===== src/rtl/axi_slave_read_ctrl_if.sv =====
// AR/R channel bundle between the read-data interconnect (master side) and
// the slave read responder (slave side).
`ifndef AXI_IDS_BITS
`define AXI_IDS_BITS 8
`endif
`ifndef AXI_ADDR_BITS
`define AXI_ADDR_BITS 32
`endif
`ifndef AXI_LEN_BITS
`define AXI_LEN_BITS 4
`endif
`ifndef AXI_SIZE_BITS
`define AXI_SIZE_BITS 3
`endif
`ifndef AXI_DATA_BITS
`define AXI_DATA_BITS 32
`endif

interface axi_slave_read_ctrl_if;
  logic [`AXI_IDS_BITS-1:0]  ARID;
  logic [`AXI_ADDR_BITS-1:0] ARADDR;
  logic [`AXI_LEN_BITS-1:0]  ARLEN;
  logic [`AXI_SIZE_BITS-1:0] ARSIZE;
  logic [1:0]                ARBURST;
  logic                      ARVALID;
  logic                      ARREADY;
  logic [`AXI_IDS_BITS-1:0]  RID;
  logic [`AXI_DATA_BITS-1:0] RDATA;
  logic [1:0]                RRESP;
  logic                      RLAST;
  logic                      RVALID;
  logic                      RREADY;

  modport master (
    output ARID, ARADDR, ARLEN, ARSIZE, ARBURST, ARVALID, RREADY,
    input  ARREADY, RID, RDATA, RRESP, RLAST, RVALID
  );

  modport slave (
    input  ARID, ARADDR, ARLEN, ARSIZE, ARBURST, ARVALID, RREADY,
    output ARREADY, RID, RDATA, RRESP, RLAST, RVALID
  );
endinterface


===== src/rtl/axi_slave_read_ctrl.sv =====
// AXI slave read responder: one AR burst at a time, word reads from a
// synchronous SRAM. Optional macro AXI_RD_PREFETCH_EN overlaps the next read.
`ifndef AXI_IDS_BITS
`define AXI_IDS_BITS 8
`endif
`ifndef AXI_ADDR_BITS
`define AXI_ADDR_BITS 32
`endif
`ifndef AXI_LEN_BITS
`define AXI_LEN_BITS 4
`endif
`ifndef AXI_SIZE_BITS
`define AXI_SIZE_BITS 3
`endif
`ifndef AXI_DATA_BITS
`define AXI_DATA_BITS 32
`endif

module axi_slave_read_ctrl #(
  parameter int ADDR_W = 14
) (
  input  logic                clk,
  input  logic                rst,
  axi_slave_read_ctrl_if.slave axi,
  output logic                SRAM_CEB,
  output logic [ADDR_W-1:0]   SRAM_A,
  input  logic [31:0]         SRAM_DO
);

  localparam logic [1:0] IDLE    = 2'd0;
  localparam logic [1:0] RD_REQ  = 2'd1;
  localparam logic [1:0] RD_DATA = 2'd2;

  logic [1:0]                state_r;
  logic [1:0]                state_next_s;
  logic [`AXI_IDS_BITS-1:0]  id_r;
  logic [ADDR_W-1:0]         addr_r;
  logic [`AXI_LEN_BITS-1:0]  len_r;
  logic [`AXI_LEN_BITS-1:0]  beat_r;
  logic                      fixed_r;
  logic                      first_r;
  logic [31:0]               hold_r;
  logic [ADDR_W-1:0]         sram_a_r;
  logic                      issue_s;
  logic [ADDR_W-1:0]         issue_addr_s;
  logic [ADDR_W-1:0]         addr_step_s;
  logic                      ar_hs_s;
  logic                      r_hs_s;
  logic                      last_s;
  logic                      unused_s;

  assign ar_hs_s     = (state_r == IDLE) && axi.ARVALID;
  assign r_hs_s      = (state_r == RD_DATA) && axi.RREADY;
  assign last_s      = (beat_r == len_r);
  assign addr_step_s = fixed_r ? addr_r : (addr_r + ADDR_W'(1));
  assign unused_s    = ^{axi.ARSIZE, axi.ARADDR[`AXI_ADDR_BITS-1:ADDR_W+2], axi.ARADDR[1:0]};

  // Next-state decode and SRAM read issue
  always_comb begin
    issue_s      = 1'b0;
    issue_addr_s = addr_r;
    state_next_s = state_r;
    case (state_r)
      IDLE: begin
        if (ar_hs_s) state_next_s = RD_REQ;
        else         state_next_s = IDLE;
      end
      RD_REQ: begin
        issue_s      = 1'b1;
        issue_addr_s = addr_r;
        state_next_s = RD_DATA;
      end
      RD_DATA: begin
        if (r_hs_s && last_s) begin
          state_next_s = IDLE;
        end else if (r_hs_s) begin
`ifdef AXI_RD_PREFETCH_EN
          issue_s      = 1'b1;
          issue_addr_s = addr_step_s;
          state_next_s = RD_DATA;
`else
          state_next_s = RD_REQ;
`endif
        end else begin
          state_next_s = RD_DATA;
        end
      end
      default: state_next_s = IDLE;
    endcase
  end

  // State register
  always_ff @(posedge clk or negedge rst) begin
    if (!rst) state_r <= IDLE;
    else      state_r <= state_next_s;
  end

  // Burst context: ID, address, length, beat counter
  always_ff @(posedge clk or negedge rst) begin
    if (!rst) begin
      id_r    <= '0;
      addr_r  <= '0;
      len_r   <= '0;
      beat_r  <= '0;
      fixed_r <= 1'b0;
    end else if (ar_hs_s) begin
      id_r    <= axi.ARID;
      addr_r  <= axi.ARADDR[ADDR_W+1:2];
      len_r   <= axi.ARLEN;
      beat_r  <= '0;
      fixed_r <= (axi.ARBURST == 2'b00);
    end else if (r_hs_s && !last_s) begin
      beat_r  <= beat_r + `AXI_LEN_BITS'(1);
      addr_r  <= addr_step_s;
    end else begin
      beat_r  <= beat_r;
      addr_r  <= addr_r;
    end
  end

  // Data path: first RD_DATA cycle follows every issued read; the hold
  // register keeps RDATA stable once SRAM_DO moves on.
  always_ff @(posedge clk or negedge rst) begin
    if (!rst) begin
      first_r  <= 1'b0;
      hold_r   <= 32'h0000_0000;
      sram_a_r <= '0;
    end else begin
      first_r  <= issue_s;
      hold_r   <= first_r ? SRAM_DO : hold_r;
      sram_a_r <= issue_s ? issue_addr_s : sram_a_r;
    end
  end

  assign SRAM_CEB   = ~issue_s;
  assign SRAM_A     = issue_s ? issue_addr_s : sram_a_r;

  assign axi.ARREADY = (state_r == IDLE);
  assign axi.RVALID  = (state_r == RD_DATA);
  assign axi.RLAST   = (state_r == RD_DATA) && last_s;
  assign axi.RID     = id_r;
  assign axi.RDATA   = first_r ? SRAM_DO : hold_r;
  assign axi.RRESP   = 2'b00;

endmodule


===== src/flat_wrapper.sv =====
// flat-port wrapper written by rule: the top's interface ports become plain ports
module axi_slave_read_ctrl_flat 
#(
  parameter int ADDR_W = 14
)
  (clk, rst, SRAM_CEB, SRAM_A, SRAM_DO, axi_ARID, axi_ARADDR, axi_ARLEN, axi_ARSIZE, axi_ARBURST, axi_ARVALID, axi_RREADY, axi_ARREADY, axi_RID, axi_RDATA, axi_RRESP, axi_RLAST, axi_RVALID);
  axi_slave_read_ctrl_if axi_i ();
  input  logic clk;
  input  logic rst;
  output logic SRAM_CEB;
  output logic [ADDR_W-1:0] SRAM_A;
  input  logic [31:0] SRAM_DO;
  input wire logic [$bits(axi_i.ARID)-1:0] axi_ARID;
  input wire logic [$bits(axi_i.ARADDR)-1:0] axi_ARADDR;
  input wire logic [$bits(axi_i.ARLEN)-1:0] axi_ARLEN;
  input wire logic [$bits(axi_i.ARSIZE)-1:0] axi_ARSIZE;
  input wire logic [$bits(axi_i.ARBURST)-1:0] axi_ARBURST;
  input wire logic [$bits(axi_i.ARVALID)-1:0] axi_ARVALID;
  input wire logic [$bits(axi_i.RREADY)-1:0] axi_RREADY;
  output wire logic [$bits(axi_i.ARREADY)-1:0] axi_ARREADY;
  output wire logic [$bits(axi_i.RID)-1:0] axi_RID;
  output wire logic [$bits(axi_i.RDATA)-1:0] axi_RDATA;
  output wire logic [$bits(axi_i.RRESP)-1:0] axi_RRESP;
  output wire logic [$bits(axi_i.RLAST)-1:0] axi_RLAST;
  output wire logic [$bits(axi_i.RVALID)-1:0] axi_RVALID;
  assign axi_i.ARID = axi_ARID;
  assign axi_i.ARADDR = axi_ARADDR;
  assign axi_i.ARLEN = axi_ARLEN;
  assign axi_i.ARSIZE = axi_ARSIZE;
  assign axi_i.ARBURST = axi_ARBURST;
  assign axi_i.ARVALID = axi_ARVALID;
  assign axi_i.RREADY = axi_RREADY;
  assign axi_ARREADY = axi_i.ARREADY;
  assign axi_RID = axi_i.RID;
  assign axi_RDATA = axi_i.RDATA;
  assign axi_RRESP = axi_i.RRESP;
  assign axi_RLAST = axi_i.RLAST;
  assign axi_RVALID = axi_i.RVALID;
  axi_slave_read_ctrl #(.ADDR_W(ADDR_W)) u_core (.clk(clk), .rst(rst), .axi(axi_i), .SRAM_CEB(SRAM_CEB), .SRAM_A(SRAM_A), .SRAM_DO(SRAM_DO));
endmodule

===== config.mk =====
export PLATFORM = sky130hd
export DESIGN_NAME = axi_slave_read_ctrl_flat
export DESIGN_NICKNAME = d
export VERILOG_FILES = /design/src/rtl/axi_slave_read_ctrl_if.sv /design/src/rtl/axi_slave_read_ctrl.sv /design/src/flat_wrapper.sv
export SDC_FILE = /design/constraint.sdc
export NUM_CORES = 1
export LEC_CHECK = 0
export CAP_MARGIN = 10
export CORE_MARGIN = 10
export CORE_UTILIZATION = 43
export DETAILED_ROUTE_END_ITERATION = 16
export PLACE_DENSITY = 0.78
export SLEW_MARGIN = 20
export SYNTH_ARGS = -nofsm -noshare
export SYNTH_HDL_FRONTEND = slang
export SYNTH_SLANG_ARGS = --single-unit

===== constraint.sdc =====
create_clock -name clk -period 2.2 [get_ports clk]
set_input_delay 0.22 -clock clk [delete_from_list [all_inputs] [get_ports clk]]
set_output_delay 0.22 -clock clk [all_outputs]
set_load 0.01 [all_outputs]

; Word level (Yosys, flattened, before mapping)
; Cells that the tools add are included.
[op_classes]
eq_ne = 4
muxes = 12
n_reduce_logical = 10
add_sub_neg = 2
bitwise_logic = 1
[ops]
columns = cell, count
row1 = 14-bit two-way mux, 4
row2 = 32-bit two-way mux, 1
row3 = "14-bit by 1-bit adder with 14-bit output, second input constant", 1
row4 = 4-bit two-way mux, 2
row5 = 2-bit one-hot mux with 3 select lines, 1
row6 = 1-bit logical AND, 5
row7 = "4-bit by 1-bit adder with 4-bit output, second input constant", 1
row8 = 4-bit equality test, 1
row9 = 2-bit logical NOT, 2
row10 = 2-bit two-way mux, 2
row11 = "2-bit by 1-bit equality test with 1-bit output, second input constant", 1
row12 = "2-bit equality test, second input constant", 1
row13 = 1-bit two-way mux, 2
row14 = "2-bit != test, second input constant", 1
row15 = 2-bit AND reduction, 1
row16 = 2-bit nonzero test, 1
row17 = 1-bit logical NOT, 1
row18 = 1-bit NOT, 1
[totals]
output_inout_bits = 60
in_bits = 85
elab_cells = 38
reg_bits = 80

; Longest topological paths before layout
; Gate-level depths: netlist of the first run.
[depth]
ltp_word = 5
depth_mapped = 6
ltp_nobuf = 5

; Worst setup path before layout of the first run
; OpenSTA, ideal clock, no wires.
[synth_timing]
path_kind = reg-to-reg
start = register u_core.addr_r[0]
end = register u_core.addr_r[12]
arrival_time_ns = 1.650
n_path_buf = 0
period_less_slack_ns = 1.732
path_stages_with_launch = 6
slack_ns = 0.468
setup_time_ns = 0.082
required_ns = 2.118
path_cell_list = dfrtp_1 -> ha_1 -> nand4b_2 -> or2_2 -> or4_1 -> a31oi_1
[synth_via]
elab_chain_cells = 4
[synth_rtl]
columns = element, line_no
row1 = start: declaration, axi_slave_read_ctrl.sv:37  ; logic [ADDR_W-1:0] addr_r;
row2 = start signal: assignment, axi_slave_read_ctrl.sv:108  ; addr_r <= axi.ARADDR[ADDR_W+1:2];
row3 = start signal: assignment, axi_slave_read_ctrl.sv:114  ; addr_r <= addr_step_s;
row4 = start signal: assignment, axi_slave_read_ctrl.sv:117  ; addr_r <= addr_r;
row5 = 14-bit by 1-bit adder with 14-bit output, axi_slave_read_ctrl.sv:55  ; assign addr_step_s = fixed_r ? addr_r : (addr_r + ADDR_W'(1));
row6 = 14-bit two-way mux, axi_slave_read_ctrl.sv:55
row7 = 14-bit two-way mux, axi_slave_read_ctrl.sv:112  ; end else if (r_hs_s && !last_s) begin
row8 = 14-bit two-way mux, axi_slave_read_ctrl.sv:106  ; end else if (ar_hs_s) begin
; No other way between the ends. The select of a mux whose other input is x is not followed.
; A chain may end at the register's enable or synchronous reset.

; Worst setup path in the final report of the first run
[layout_timing]
start = register u_core.state_r[0]
end = output SRAM_A[4]
[layout_via]
elab_chain_cells = 3
[layout_rtl]
columns = element, line_no
row1 = start: declaration, axi_slave_read_ctrl.sv:34  ; logic [1:0] state_r;
row2 = start signal: assignment, axi_slave_read_ctrl.sv:95  ; else state_r <= state_next_s;
row3 = 2-bit by 1-bit equality test with 1-bit output, axi_slave_read_ctrl.sv:63  ; case (state_r)
row4 = 1-bit two-way mux, axi_slave_read_ctrl.sv:63
row5 = 14-bit two-way mux, --
row6 = end: declaration, flat_wrapper.sv:11  ; output logic [ADDR_W-1:0] SRAM_A;
; No other way between the ends.

==> results of run 1 <==
## routing by layer
metal	track usage, %	vias up
met5	0	-
met1	20.5	1353
met4	4.55	0
met3	3.63	14
met2	25.6	112
li1	-	1381
## where the power goes
part / switching [W] / total [W] / leakage, nW / internal (W)
Clock: 0.000533 / 0.00143 / 0.130 / 0.000901
Combinational: 0.00191 / 0.00406 / 1.27 / 0.00215
Sequential: 0.000432 / 0.00262 / 0.950 / 0.00219
Total: 0.00288 / 0.00811 / 2.35 / 0.00524
## how the worst max path moves through the flow
stage	from	endpoint	slack [ps]	cells after the start
floorplan	u_core.addr_r[0]$_DFFE_PN0P_	u_core.addr_r[12]$_DFFE_PN0P_	470	5
global placement	u_core.len_r[3]$_DFFE_PN0P_	u_core.beat_r[1]$_DFFE_PN0P_	-30	5
detailed placement	u_core.len_r[3]$_DFFE_PN0P_	u_core.beat_r[1]$_DFFE_PN0P_	-150	5
CTS	u_core.len_r[3]$_DFFE_PN0P_	axi_RLAST	20	4
global route	u_core.state_r[0]$_DFF_PN0_	SRAM_A[4]	8	5
finish	u_core.state_r[0]$_DFF_PN0_	SRAM_A[4]	100	5
## worst max-delay path, stage by stage (launching register included)
cell and delay (ps):
dfrtp_1 480, nand2b_4 150, buf_4 190, nand2_1 70
nand2_1 100, clkdlybuf4s50_1 550
## sequential cells by signal, indices dropped and copies added, names as in the netlist
signal	cells
u_core.fixed_r	1
u_core.addr_r	14
u_core.len_r	4
u_core.beat_r	4
u_core.axi.RID	8
u_core.hold_r	32
u_core.sram_a_r	14
u_core.first_r	1
u_core.state_r	2
## kinds of logic (layout without fill, tap and decap cells)
kind of cell / Yosys count / count (layout) / synth area share [%]
XOR/XNOR: 5 / 5 / 1.26
multiplexers: 34 / 34 / 11.0
flip-flops: 80 / 80 / 57.8
adder cells (fa/ha/maj): 2 / 2 / 0.723
other: 1 / 2 / 0.108
AND/OR/NAND/NOR: 141 / 141 / 18.8
buffers and inverters: 23 / 163 / 3.07
AO/OA/AOI/OAI: 35 / 36 / 7.26
## layout by cell type (no fill, tap or decap), types with 2 or more instances in the layout
| cell | netlist | final |
|---|---|---|
| clkdlybuf4s50_1 | 0 | 114 |
| nand2_1 | 87 | 87 |
| dfrtp_1 | 80 | 79 |
| mux2_2 | 32 | 32 |
| buf_4 | 3 | 19 |
| nor2_1 | 17 | 17 |
| a31oi_1 | 12 | 12 |
| clkbuf_8 | 0 | 10 |
| o31ai_1 | 9 | 9 |
| or4_1 | 9 | 8 |
| o21ai_0 | 8 | 6 |
| xor2_1 | 5 | 5 |
| nand3_1 | 5 | 5 |
| or3_1 | 5 | 5 |
| inv_1 | 5 | 4 |
| bufinv_16 | 0 | 4 |
| dlymetal6s2s_1 | 0 | 4 |
| o21ai_1 | 0 | 2 |
| nand2b_1 | 3 | 2 |
| o41ai_4 | 1 | 2 |
| or3b_2 | 2 | 2 |
| o211ai_1 | 2 | 2 |
| mux2i_1 | 2 | 2 |
| nand4_1 | 2 | 2 |
| nor3_1 | 2 | 2 |
| ha_1 | 2 | 2 |
| conb_1 | 1 | 2 |
| buf_12 | 0 | 2 |
## area by class of cell
class	count	area share (%)
sequential	80	38.4
clock inverter	5	2.44
timing repair buffer	142	26.8
multi-input combinational	220	26.8
tap	102	2.44
inverter	5	0.455
clock buffer	11	2.71
## through the flow
step	power, W	worst slack (ps)
global route	0.00865	7.66
floorplan	0.00450	468
CTS	0.00813	17.9
global placement	0.00648	-32.1
detailed placement	0.00663	-146
finish	0.00811	97.2
## timing repair
| action | CTS | global route |
|---|---|---|
| pin swaps | 1 | 1 |
| buffers inserted | 0 | 5 |
| hold endpoints to repair | 80 | 0 |
| endpoints found under the setup margin | 22 | 16 |
| hold buffers | 1 | 0 |
| gates resized for setup | 8 | 10 |
| gates cloned | 1 | 0 |
==> run metrics, run 1 <==
Met3 Wirelength 721 um; fin crit period 2100 ps; CP max FO 12; DR WL met2 roughly 4.6 mm; final setup TNS 0 ps; Slew HR 52.7%; Syn Area/Cell 10.8 um^2; PD cells 1550 nW/um^2; unrepaired setup endpoints after global routing false; crit share post-route 95.6%; mapped cell area 3460 um^2; final non-filler cell total 565; Critical Path End Type primary output; share of layout cells above drive strength 1 17.3%; Synth async-reset ratio 100%; Hold Crit Endpoint u_core.axi.RID[1]$_DFFE_PN0P_; pin count of the biggest net entering global routing 81; status finished clean; Highest Signal Layer met4; total track usage approximately 16%; most frequent cell after synthesis nand2_1; Max clock buf depth 2; total number of vias between 2k and 3k; hold_ws 389 ps; WL/cell between 15 and 20 um; WP data required 1980 ps; DR vias/cell ~5; DIE HEIGHT 110 um; Synth top area share 57.8%; # nets final 545; Lkg Pwr 2.35 nW; Register-to-Register Path Depth 4; R2R Setup Slk 220 ps; critical path launch point type flop; total gr overflow 0; I/O Pins 145; vias in the first global route a little under 3k; Reg area 2000 um^2; RR Startpoint u_core.beat_r[0]$_DFFE_PN0P_; Layout Utilization 67.2%; total length of routed wires 9.68 mm; Final Cell Area 5220 um^2; H-tree depth 3; fill count 610; # setup viols final 0; ANT nets after route 0; Commonest cells post-synth nand2_1 (87), dfrtp_1 (80), mux2_2 (32); worst hold path stage count 3; Final Hold Fails 0; Clock Skew around 14 ps; Synth Warn # 0; Multi-input gate area roughly 1400 um^2; # diodes 0; Post-Place Cells 542; Gate Count Post-Synth 321; Yosys top cell by area dfrtp_1; sequential fraction of the synthesis area 57.8%; antenna violations before repair 0; Max Fclk 476 MHz; Worst-path clk slew 90 ps; Setup CP Type reg -> out; wl on met1 4.23 mm; DR pass1 iterations 5; die width 110 um; main area contributors after synthesis dfrtp_1 (58%), mux2_2 (10%), nand2_1 (9.4%), a31oi_1 (2.2%), o31ai_1 (2.0%); max_cap viols 0; RR Endpoint u_core.addr_r[10]$_DFFE_PN0P_; CTS tree built; CTS sink cnt 80; Hold WC Path Type in -> reg; Placed Area 4860 um^2; Area Growth Syn to Fin 50.8%; clk root buf clkbuf_8; actual slew at the worst max-slew pin 707 ps; DIE AREA 12000 um^2; TritonCTS buffer count 9; prevailing post-synth register cell dfrtp_1; core area approximately 7800 um^2; data arrival time of the critical path roughly 1900 ps; Yosys cell types 38; Initial Utilization 44.6%; number of flops mapped to enable cells by yosys 0; DP HPWL 7.03 mm; peak supply drop 0.000540 V; first-pass GRT wire length 15.2 mm; Slew Limit Fails 0; DRT iter0 DRCs 174; hold path startpoint axi_ARID[1]; cell row count 32; DRC Markers 0; IO buf count 121; GP Congestion just over 0.8; Synth Register Bits 80; worst skew pair latency 350 ps
Power figures use the tool's default switching activity.
==> inputs of run 2 (changes only) <==
--- a/config.mk
+++ b/config.mk
@@ -5,11 +5,13 @@
 export SDC_FILE = /design/constraint.sdc
 export NUM_CORES = 1
 export LEC_CHECK = 0
-export CAP_MARGIN = 10
+export ABC_CLOCK_PERIOD_IN_PS = 2200
+export CAP_MARGIN = 20
 export CORE_MARGIN = 10
 export CORE_UTILIZATION = 43
 export DETAILED_ROUTE_END_ITERATION = 16
 export PLACE_DENSITY = 0.78
+export SKIP_LAST_GASP = 1
 export SLEW_MARGIN = 20
 export SYNTH_ARGS = -nofsm -noshare
 export SYNTH_HDL_FRONTEND = slang
==> run 2 against run 1 <==
Utilization is 0.081 points lower. Combinational power hardly changed. First-iteration DRC count is 27% lower. Worst setup slack worse by 38 ps. Power is 0.30% lower. Critical path type unchanged.
==> run metrics, run 2 (synthesis gave the netlist of run 1 again) <==
# nets final 545 (unchanged); Placed Area 4860 um^2 (unchanged); fin crit period 2140 ps (+38.0 ps); antenna violations before repair 0 (unchanged); die width 110 um (unchanged); hold_ws 391 ps (+1.85 ps); ANT nets after route 0 (unchanged); actual slew at the worst max-slew pin 1120 ps (+411 ps); total length of routed wires 9.64 mm (-0.37%); pin count of the biggest net entering global routing 81 (unchanged); Slew HR 24.7% (-28 points); Slew Limit Fails 0 (unchanged); max FFs per register 32 (unchanged); share of layout cells above drive strength 1 17.1% (-0.22 points); DR pass1 iterations 4 (-1); DRT iter0 DRCs 127 (-27%); H-tree depth 3 (unchanged); IO buf count 121 (unchanged); Setup CP Type reg -> out; fill count 610 (unchanged); crit share post-route 97.3% (+1.7 points); total number of vias 2869 (+0.31%); Place WS -146 ps (unchanged); peak supply drop 0.000540 V (about the same); # diodes 0 (unchanged); Max clock buf depth 2 (unchanged); DIE AREA 12000 um^2 (unchanged); Final WS setup 59.3 ps (-38.0 ps); sequential power share 32.4% (about the same); CP max FO 3 (-9); data arrival time of the critical path 1920 ps (+40 ps); DIE HEIGHT 110 um (unchanged); Initial Utilization 44.6% (unchanged); Psw 0.00285 W (-0.76%); core area 7770 um^2 (unchanged); # setup viols final 0 (unchanged); I/O Pins 145 (unchanged); Clk pwr share 17.7% (about the same); clk root buf clkbuf_8; unrepaired setup endpoints after global routing true; Hold WC Path Type in -> reg; max_cap viols 0 (unchanged); Largest regs u_core.hold_r: 32 flops, u_core.addr_r: 14 flops, u_core.sram_a_r: 14 flops; vias in the first global route 2899 (unchanged); CTS sink cnt 80 (unchanged); worst skew pair latency 340 ps (about the same); DRC Markers 0 (unchanged); Top reg by flops u_core.hold_r; Final Cell Area 5220 um^2 (-0.12%); total track usage 15.7% (unchanged); status finished clean; DP HPWL 7.03 mm (unchanged); most common cell after layout, fill and taps aside clkdlybuf4s50_1; GP Congestion 0.812 (unchanged); Worst-path clk slew 90 ps (about the same); Internal Power 0.00524 W (about the same); Critical Path End Type primary output; DR vias/cell 5.08 (+0.31%); switch share 35.3% (-0.16 points); Clock Skew 13.9 ps (+0.227 ps); TritonCTS buffer count 9 (unchanged); PD cells 1550 nW/um^2 (-0.18%); Pwr Total 0.00809 W (-0.30%); first-pass GRT wire length 15.2 mm (unchanged); Lkg Pwr 2.35 nW (about the same); WL/cell 17.1 um (-0.37%); Area Growth Syn to Fin 50.7%; cell row count 32 (unchanged); Final Hold Fails 0 (unchanged); WP data required 1980 ps (about the same); total gr overflow 0 (unchanged); most frequent cells in the layout clkdlybuf4s50_1 (114), nand2_1 (87), dfrtp_1 (79), mux2_2 (32), buf_4 (19); Gate power share 49.9% (-0.2 points); CTS tree built; Max Fclk 467 MHz (-1.8%); critical path launch point type flop
run 2: cell types whose count changed in the layout (fill, tap and decap cells not counted), sizes merged:
cell / delta
clkbuf: -1
clkdlybuf4s15: +1
run 2: path summary, 6_finish.rpt:
kind | startpoint | endpoint | slack, ps | depth (start not counted)
setup / recovery | u_core.len_r[3]$_DFFE_PN0P_ | axi_RLAST | 60 | 4
min in group asynchronous | rst | u_core.hold_r[6]$_DFF_PN0_ | 480 | 3
max in group asynchronous | rst | u_core.state_r[1]$_DFF_PN0_ | 1390 | 3
hold / removal | axi_ARID[1] | u_core.axi.RID[1]$_DFFE_PN0P_ | 390 | 3
setup reg to reg | u_core.beat_r[0]$_DFFE_PN0P_ | u_core.addr_r[10]$_DFFE_PN0P_ | 60 | 4
hold reg to reg | u_core.sram_a_r[1]$_DFF_PN0_ | u_core.sram_a_r[1]$_DFF_PN0_ | 480 | 2
run 2: critical path, cell delays in order (launching register included):
cell and delay (ps):
dfrtp_1 400, xor2_1 230, or4_4 580, nor2_1 100
clkdlybuf4s15_1 260
run 2: per-layer routing:
metal | up-vias | share of wire (%) | global-route usage (%)
li1 | 1382 | - | -
met4 | 0 | 1.2 | 4.55
met2 | 116 | 48 | 25.6
met5 | - | 0 | 0
met3 | 14 | 7.5 | 3.63
met1 | 1357 | 44 | 20.5
run 2: layout make-up:
type,count,area [um^2],share of cell area [%]
tap,102,128,2.45
clock buffer,11,141,2.71
timing repair buffer,142,1400,26.9
inverter,5,23.8,0.456
sequential,80,2000,38.4
multi-input combinational,220,1390,26.6
clock inverter,5,128,2.45
run 2: power by group through the flow:
stage                     clock, W  sequential (W)  combinational, W
after floorplan                  0         0.00254           0.00196
after global placement           0         0.00259           0.00390
after detailed placement         0         0.00263           0.00400
after CTS                  0.00146         0.00261           0.00406
after global routing       0.00151         0.00271           0.00441
final                      0.00143         0.00262           0.00404
run 2: what timing repair did:
action,in CTS,in global routing
hold buffers,1,0
hold endpoints to repair,80,0
cloned,1,0
setup buffers,0,5
gates resized for setup,7,9
pin swaps,1,1
setup endpoints to repair,22,16
run 2: stage by stage:
| step | TNS, ps | cells | util [%] |
|---|---|---|---|
| finish | 0 | 565 | 67.2 |
| global route | -91.5 | 565 | 67.2 |
| CTS | -5.21 | 560 | 66.4 |
| detailed placement | -591 | 542 | 62.5 |
| global placement | -56.8 | 542 | 62.5 |
| floorplan | 0 | 322 | - |
==> inputs of run 3 (changes only) <==
--- a/config.mk
+++ b/config.mk
@@ -9,6 +9,7 @@
 export CAP_MARGIN = 20
 export CORE_MARGIN = 10
 export CORE_UTILIZATION = 43
+export CTS_BUF_LIST = sky130_fd_sc_hd__clkbuf_16
 export DETAILED_ROUTE_END_ITERATION = 16
 export PLACE_DENSITY = 0.78
 export SKIP_LAST_GASP = 1
==> run 3 against run 2 <==
Die area is the same. First-iteration DRC count grew 13%. Critical path depth is the same. Final area grew 1.8%. Power grew 5.1%. Combinational power grew 1%. Non-clock buffer count is the same. Sequential share of layout area shrank 0.69 points. Routed wire length grew 0.71%. Maximum frequency grew 0.45%. Critical endpoint unchanged. Highest routed layer unchanged.
==> run metrics, run 3 (synthesis gave the netlist of run 1 again) <==
status finished clean; DIE AREA 12000 um^2 (unchanged); CTS tree built; PD cells 1600 nW/um^2 (+3.2%); # setup viols final 0 (unchanged); DRT iter0 DRCs 144 (+13%); worst skew pair latency 330 ps (about the same); DRC Markers 0 (unchanged); crit share post-route 96.9% (-0.43 points); DR vias/cell 5.09 (+0.21%); die width 110 um (unchanged); Largest stage delay, worst path 580 ps (about the same); most common cell after layout, fill and taps aside clkdlybuf4s50_1; CTS sink cnt 80 (unchanged); total number of vias 2875 (+0.21%); Max Fclk 469 MHz (+0.45%); I/O Pins 145 (unchanged); Setup CP Type reg -> out; total length of routed wires 9.71 mm (+0.71%); fill count 586 (-3.9%); TritonCTS buffer count 9 (unchanged); H-tree depth 3 (unchanged); most frequent cells in the layout clkdlybuf4s50_1 (117), nand2_1 (87), dfrtp_1 (79), mux2_2 (32), buf_4 (19); Initial Utilization 44.6% (unchanged); Slew HR 52.5% (+28 points); clk root buf clkbuf_16; Clock Skew 10.6 ps (-3.23 ps); core area 7770 um^2 (unchanged); hold_ws 406 ps (+15.5 ps); first-pass GRT wire length 15.1 mm (-0.63%); peak supply drop 0.000615 V (+14%); CP max FO 3 (unchanged); critical path launch point type flop; total track usage 15.8% (+0.025 points); GP Congestion 0.812 (unchanged); Critical Path End Type primary output; Reg area 2000 um^2 (unchanged); Lkg Pwr 2.36 nW (+0.57%); # diodes 0 (unchanged); DIE HEIGHT 110 um (unchanged); Slew Limit Fails 0 (unchanged); max FFs per register 32 (unchanged); # nets final 545 (unchanged); share of layout cells above drive strength 1 16.8% (-0.22 points); vias in the first global route 2899 (unchanged); Post-Place Cells 542 (unchanged); DR pass1 iterations 4 (unchanged); total gr overflow 0 (unchanged); ANT nets after route 0 (unchanged); Area Growth Syn to Fin 53.4%; WL/cell 17.2 um (+0.71%); data arrival time of the critical path 1910 ps (about the same); max_cap viols 0 (unchanged); Max clock buf depth 2 (unchanged); Final Hold Fails 0 (unchanged); Largest regs u_core.hold_r: 32 flops, u_core.addr_r: 14 flops, u_core.sram_a_r: 14 flops; DP HPWL 7.03 mm (unchanged); WP data required 1980 ps (about the same); Crit-path slowest cell or4_4; Hold WC Path Type in -> reg; unrepaired setup endpoints after global routing true; IO buf count 121 (unchanged); cell row count 32 (unchanged); final non-filler cell total 565 (unchanged); antenna violations before repair 0 (unchanged); Top reg by flops u_core.hold_r; Worst-path clk slew 60 ps (-30 ps); Multi-input gate area 1400 um^2 (+0.81%); fin crit period 2130 ps (-9.53 ps); pin count of the biggest net entering global routing 81 (unchanged); CP cell instances xor2_1 > or4_4 > nor2_1 > clkdlybuf4s15_1; actual slew at the worst max-slew pin 710 ps (-408 ps)
-- run 3: cell types whose count changed in the layout (fill, tap and decap cells not counted) --
cell and delta:
clkbuf_1 -1, clkbuf_16 +9, clkbuf_8 -10, clkdlybuf4s50_1 +3
clkinv_1 +1, dlymetal6s2s_1 -3, inv_1 +1, o21ai_0 +1
o21ai_1 -1, o41ai_2 -1, o41ai_4 +1
-- run 3: final timing paths --
| check | end | slack [ps] | depth (start not counted) | startpoint |
|---|---|---|---|---|
| min | u_core.axi.RID[1]$_DFFE_PN0P_ | 410 | 3 | axi_ARID[1] |
| min in group asynchronous | u_core.hold_r[6]$_DFF_PN0_ | 480 | 3 | rst |
| max reg2reg | u_core.addr_r[12]$_DFFE_PN0P_ | 220 | 5 | u_core.addr_r[0]$_DFFE_PN0P_ |
| max in group asynchronous | u_core.state_r[1]$_DFF_PN0_ | 1370 | 3 | rst |
| max | axi_RLAST | 70 | 4 | u_core.len_r[3]$_DFFE_PN0P_ |
| min reg2reg | u_core.sram_a_r[13]$_DFF_PN0_ | 470 | 2 | u_core.sram_a_r[13]$_DFF_PN0_ |
-- run 3: layout make-up --
type                       instances  share of cell area, %
sequential                        80                   37.7
multi-input combinational        220                   26.4
timing repair buffer             142                   26.3
clock buffer                       9                   4.24
clock inverter                     7                   2.54
tap                              102                   2.40
inverter                           5                  0.448
-- run 3: per-stage QoR --
step                utilization, %  TNS, ps  setup slack [ps]  power (W)  cell area [um^2]
finish                        68.4        0              68.8    0.00850              5310
global route                  68.4    -1.96             -1.96    0.00902              5310
CTS                           67.5        0              22.8    0.00850              5250
detailed placement            62.5     -591              -146    0.00663              4860
global placement              62.5    -56.8             -32.1    0.00648              4860
floorplan                        -        0               468    0.00450              3470
-- run 3: report_power, final --
group	switching [W]	internal (W)	total (W)
Combinational	0.00192	0.00216	0.00408
Sequential	0.000437	0.00219	0.00263
Clock	0.000575	0.00121	0.00179
Total	0.00293	0.00557	0.00850
-- run 3: critical path: cells and delay by family, from the launching register on --
family / cells / cell delay, ps
AND/OR/NAND/NOR: 2 / 680
buffers and inverters: 1 / 260
XOR/XNOR: 1 / 240
flip-flops: 1 / 390
-- run 3: timing repair --
item / in CTS / in global routing
gates cloned: 1 / 0
hold buffers: 1 / 0
setup buffers: 0 / 5
hold endpoints to repair: 80 / 0
gates resized for setup: 6 / 7
endpoints found under the setup margin: 22 / 17
pin swaps: 1 / 1
-- run 3: routing by layer --
metal / GRT usage [%] / part of all wire, % / wire length, um
met3: 3.80 / 7.0 / 683
met4: 5.30 / 1.3 / 123
met2: 25.3 / 47 / 4600
met1: 20.4 / 44 / 4310
met5: 0 / 0 / 0
